[src/rtl/fn4_hold_timer.sv]
// Loadable down-counter that times the settle window per vector.
// Expired is asserted while the count sits at zero.
module fn4_hold_timer #(
  parameter int W = 8
) (
  input  logic         clk,
  input  logic         rst_n,
  input  logic         load,
  input  logic [W-1:0] load_val,
  input  logic         tick,
  output logic         expired
);

  logic [W-1:0] cnt;

  always_ff @(posedge clk or negedge rst_n) begin
    if (!rst_n) begin
      cnt <= '0;
    end else if (load) begin
      cnt <= load_val;
    end else if (tick && cnt != '0) begin
      cnt <= cnt - 1'b1;
    end
  end

  assign expired = (cnt == '0);

endmodule

[config.mk]
export PLATFORM = sky130hd
export DESIGN_NAME = fn4_hold_timer
export DESIGN_NICKNAME = d
export VERILOG_FILES = /design/src/rtl/fn4_hold_timer.sv
export SDC_FILE = /design/constraint.sdc
export NUM_CORES = 1
export LEC_CHECK = 0
export BUFFER_PORTS_ARGS = -buffer_cell sky130_fd_sc_hd__buf_2
export CAP_MARGIN = 20
export CELL_PAD_IN_SITES_DETAIL_PLACEMENT = 1
export CELL_PAD_IN_SITES_GLOBAL_PLACEMENT = 2
export CORE_MARGIN = 2
export CORE_UTILIZATION = 29
export DETAILED_ROUTE_END_ITERATION = 12
export PLACE_DENSITY = 0.77
export SETUP_SLACK_MARGIN = 0.2
export SLEW_MARGIN = 5
export SYNTH_ARGS = -nofsm -noshare
export SYNTH_HDL_FRONTEND = slang
export SYNTH_SLANG_ARGS = --single-unit
[constraint.sdc]
create_clock -name clk -period 2.4 [get_ports clk]
set_input_delay 0.48 -clock clk [delete_from_list [all_inputs] [get_ports clk]]
set_output_delay 0.48 -clock clk [all_outputs]
set_load 0.005 [all_outputs]
# ---- Word level (Yosys, flattened, before mapping)
# Cells that the tools add are included.
dict set report word_totals {
  reg_bits 8
  latchBits 0
  mem_bits_rw 0
  romBits 0
  input_bits 12
  output_inout_bits 1
  elab_cells 8
  mem_count 0
}
dict set report op_classes {
  add_sub_neg 1
  mul 0
  div_mod_pow 0
  order_cmp 0
  n_eq_ne 0
  n_shift 0
  muxes 2
  bitwise_logic 0
  reduce_logical 4
}
# operator n
set ops {}
lappend ops {{8-bit two-way mux} 2}
lappend ops {{8-bit zero test} 1}
lappend ops {{8-bit nonzero test} 1}
lappend ops {{8-bit by 1-bit subtractor with 8-bit output, second input constant} 1}
lappend ops {{2-bit nonzero test} 1}
lappend ops {{1-bit logical AND} 1}

# ---- Depth between registers and ports, before layout
dict set report depth {
  ltp_word 4
  mapped_depth 5
  depth_no_buf 5
}

# ---- Least setup slack after synthesis
# No wires, ideal clock.
dict set report synth_timing {
  kind {flip-flop to flip-flop}
  start {register cnt[2]}
  end {register cnt[6]}
  setup_ns 0.082
  arrival_time_ns 1.691
  required_ns 2.318
  setup_slack_ns 0.627
  stages_incl_launch_ff 5
  path_buffers 1
  synth_period_minus_slack_ns 1.773
  path_cell_list {dfrtp_1 > or4_1 > buf_2 > or4_1 > a31oi_1}
}
dict set report synth_between {
  elab_chain_cells 3
  elab_cells_between_ends 6
  classes_between {1 x add/sub; 2 x mux; 3 x reduce/logical}
}
# item line_no
set synth_lines {}
lappend synth_lines {{from (decl)} 14} ;# logic [W-1:0] cnt;
lappend synth_lines {{from (signal assigned)} 20} ;# cnt <= load_val;
lappend synth_lines {{from (signal assigned)} 22} ;# cnt <= cnt - 1'b1;
lappend synth_lines {{8-bit by 1-bit subtractor with 8-bit output / 8-bit nonzero test (equally long branches)} {22, 21}}
lappend synth_lines {{8-bit two-way mux / 1-bit logical AND (equally long branches)} 21} ;# end else if (tick && cnt != '0) begin
lappend synth_lines {{8-bit two-way mux / 2-bit nonzero test (equally long branches)} n/a}
# Parallel ways exist; a longest one is shown, timed or not. The select of a mux whose other input is x is not followed.
# A chain may end at the register's enable or synchronous reset.

# ---- Worst setup path in the final report
dict set report layout_timing {
  start {register cnt[0]}
  end {output expired}
}
dict set report layout_between {
  elab_chain_cells 1
}
# item line_no
set layout_lines {}
lappend layout_lines {{8-bit zero test} 26} ;# assign expired = (cnt == '0);
lappend layout_lines {{to (decl)} 11} ;# output logic expired
# No other way between the ends.

==> results.sh <==
export IMPL_finalWeightedCongestion=0.702
export IMPL_synthAdderAreaFrac_pct=4.74
export IMPL_ys_warn_count=0
export IMPL_synth_mux_area_share_pct=0
export IMPL_tritoncts="yes"
export IMPL_intPower_mw=0.246
export IMPL_yosys_area_top_type="dfrtp_1"
export IMPL_detail_route_antenna_nets=0
export IMPL_reg2reg_depth=3
export IMPL_grt_max_degree=15
export IMPL_synth_distinct_cells=31
export IMPL_die_x_um=46.7
export IMPL_largest_reg_flops=8
export IMPL_hp_class="primary input to asynchronous set/reset pin"
export IMPL_gr_usage_all_layers_pct=15.4
export IMPL_skew_ns=0.00112
export IMPL_ir_drop_mv=0.210
export IMPL_power_total_mw=0.357
export IMPL_ys_seq_area_share_pct=37.9
export IMPL_grt_overflow_total=0
export IMPL_ys_seq_elements=8
export IMPL_pwr_share_clk_pct=30.5
export IMPL_synth_top_family_by_area="simple AND/OR/NAND/NOR gates"
export IMPL_switching_power_mw=0.112
export IMPL_drv_cap=0
export IMPL_relSlewSlack_pct=56.9
export IMPL_seq_power_share_pct=47.2
export IMPL_die_area_mm2=0.00218
export IMPL_io_buffers=12
export IMPL_p_comb_share_pct=22.4
export IMPL_initial_core_util_pct=30.6
export IMPL_wl_per_cell_um=13.7
export IMPL_fmaxAchievable_mhz=487
export IMPL_slew_violations=0
export IMPL_ios=13
export IMPL_synth_compound_area_share_pct=26.1
export IMPL_area_delta_synth_final_pct=23.5
export IMPL_drive_above_1_share_pct=30.6
export IMPL_finalCriticalPeriod_ns=2.05
export IMPL_avgSynthCellArea_um2=9.10
export IMPL_synth_xor_area_share_pct=0
export IMPL_antenna_found_initial=0
export IMPL_netlist_instances=58
export IMPL_setup_viol_count_final=0
export IMPL_critPathKind="flip-flop to output pin"
export IMPL_regMostFlops="cnt"
export IMPL_dr_pass1_iters=2
export IMPL_status="complete, no violations"
export IMPL_synth_top_cell_area_share_pct=37.9
export IMPL_reg_top3="cnt (8)"
export IMPL_cp_end_kind="output pin"
export IMPL_tightest_slew_ns=0.641
export IMPL_syn_num_nets=72
export IMPL_grt_pass1_vias=479
export IMPL_startpoint_type="flip-flop"
export IMPL_synth_simple_area_share_pct=27.5
export IMPL_drt_total_wl_um=1330
export IMPL_power_density_mw_per_mm2=548
export IMPL_grt_setup_unrepaired="no"
export IMPL_cts_root_buffer="clkbuf_4"
export IMPL_viasPerCell=5.42
export IMPL_rows=15
export IMPL_layout_common_cells="buf_2 (12), dfrtp_1 (8), nor2_1 (4)"
export IMPL_required_ns=1.92
export IMPL_finalSetupTns_ns=0
export IMPL_diodes=0
export IMPL_drc=0
export IMPL_nNetsFinal=88
export IMPL_drtIter0Drc=5
export IMPL_swShare_pct=31.3
export IMPL_htree_levels=1
export IMPL_vias=526
export IMPL_clock_latency_ns=0.26
export IMPL_mostFrequentLayoutCell="buf_2"
export IMPL_cts_buffers=3
export IMPL_cts_sinks=8
export IMPL_path_max_fanout=4
export IMPL_die_h_um=46.7
export IMPL_grt_first_pass_wirelength_um=2230
export IMPL_hpwl_um=1010
export IMPL_hold_violations=0
export IMPL_cts_path_max_buffers=2
export IMPL_power_leakage_nw=0.263
export IMPL_synth_area_um2=528
export IMPL_synth_area_leaders="dfrtp_1 (38%), ha_1 (4.7%), nor3b_1 (4.3%)"
export IMPL_fin_crit_sh_pct=85.5
export IMPL_worstPathArrival_ns=1.57
export IMPL_clk_pin_slew_worst_paths_ns=0.06
export IMPL_core_mm2=0.00173
[metal layers]
metal,GRT usage (%),vias up,part of all wire (%),wire [um]
li1,-,260,-,-
met1,21.3,255,48,643
met2,20.3,9,46,614
met3,7.06,2,4.4,58
met4,6.67,0,0.90,12
met5,0,-,0,0
[power groups by stage]
| stage | Combinational, mW | Clock (mW) | Sequential, mW |
|---|---|---|---|
| finish | 0.0800 | 0.109 | 0.169 |
| global route | 0.0908 | 0.126 | 0.172 |
| CTS | 0.0790 | 0.114 | 0.167 |
| detailed placement | 0.0783 | 0 | 0.170 |
| global placement | 0.0779 | 0 | 0.169 |
| floorplan | 0.0526 | 0 | 0.165 |
[cells by family after synthesis]
kind of cell,Yosys count
simple gates,25
compound gates,18
flops,8
buf+inv,5
fa+ha+maj,2
[Yosys cell counts]
| master | number |
|---|---|
| a211o_2 | 1 |
| dfrtp_1 | 8 |
| o211a_1 | 1 |
| or3b_1 | 1 |
| o211ai_1 | 1 |
| a31oi_1 | 2 |
| clkbuf_1 | 1 |
| nor2_1 | 5 |
| o311a_1 | 1 |
| nor2b_1 | 1 |
| or3b_2 | 1 |
| inv_1 | 2 |
| clkinv_1 | 1 |
| o2111ai_1 | 1 |
| a21oi_1 | 3 |
| nand3_1 | 2 |
| o221ai_1 | 1 |
| a2bb2oi_1 | 1 |
| nand4_1 | 2 |
| nor4_1 | 1 |
| a211o_1 | 1 |
| or3_1 | 1 |
| o21ai_0 | 2 |
| nor3b_1 | 3 |
| a221o_1 | 2 |
| nor3_1 | 3 |
| buf_2 | 1 |
| nand2_1 | 2 |
| ha_1 | 2 |
| or4_1 | 3 |
| o31ai_1 | 1 |
[per-stage QoR]
stage	hold slack, ns	cells	setup slack, ns	util, %	instance area, um2
finish	0.0551	97	0.348	37.8	652
global route	0.0513	97	0.237	37.8	652
CTS	0.0580	97	0.204	37.2	643
detailed placement	0.341	94	0.461	35.8	618
global placement	0.344	94	0.495	35.8	618
floorplan	0.184	58	0.627	-	528
[worst max-delay path, stage by stage, from the launching register on]
cell and delay, ns:
dfrtp_1 0.41, inv_2 0.09, ha_2 0.19, or3b_4 0.40
nor2_2 0.11, buf_2 0.12
[timing repair]
action / CTS / global route
hold buffers: 0 / 0
endpoints found under the hold margin: 0 / 0
endpoints found under the setup margin: 1 / 1
gates resized for setup: 1 / 4
setup buffers: 0 / 0
[cell type report]
type                            count  area [um2]
Sequential cell                     8         200
Multi-Input combinational cell     45         319
Inverter                            3        11.3
Fill cell                         220        1070
Tap cell                           25        31.3
Timing Repair Buffer               13        67.6
Clock buffer                        3        22.5
[path summary, 6_finish.rpt]
check	from	endpoint	slack, ns
max	cnt[0]	expired	0.35
min	rst_n	cnt[7]	0.06
max reg2reg	cnt[2]	cnt[6]	0.59
min reg2reg	cnt[1]	cnt[1]	0.57
max in group asynchronous	rst_n	cnt[0]	2.17
min in group clk	load_val[3]	cnt[3]	0.43
Power figures use the tool's default switching activity.
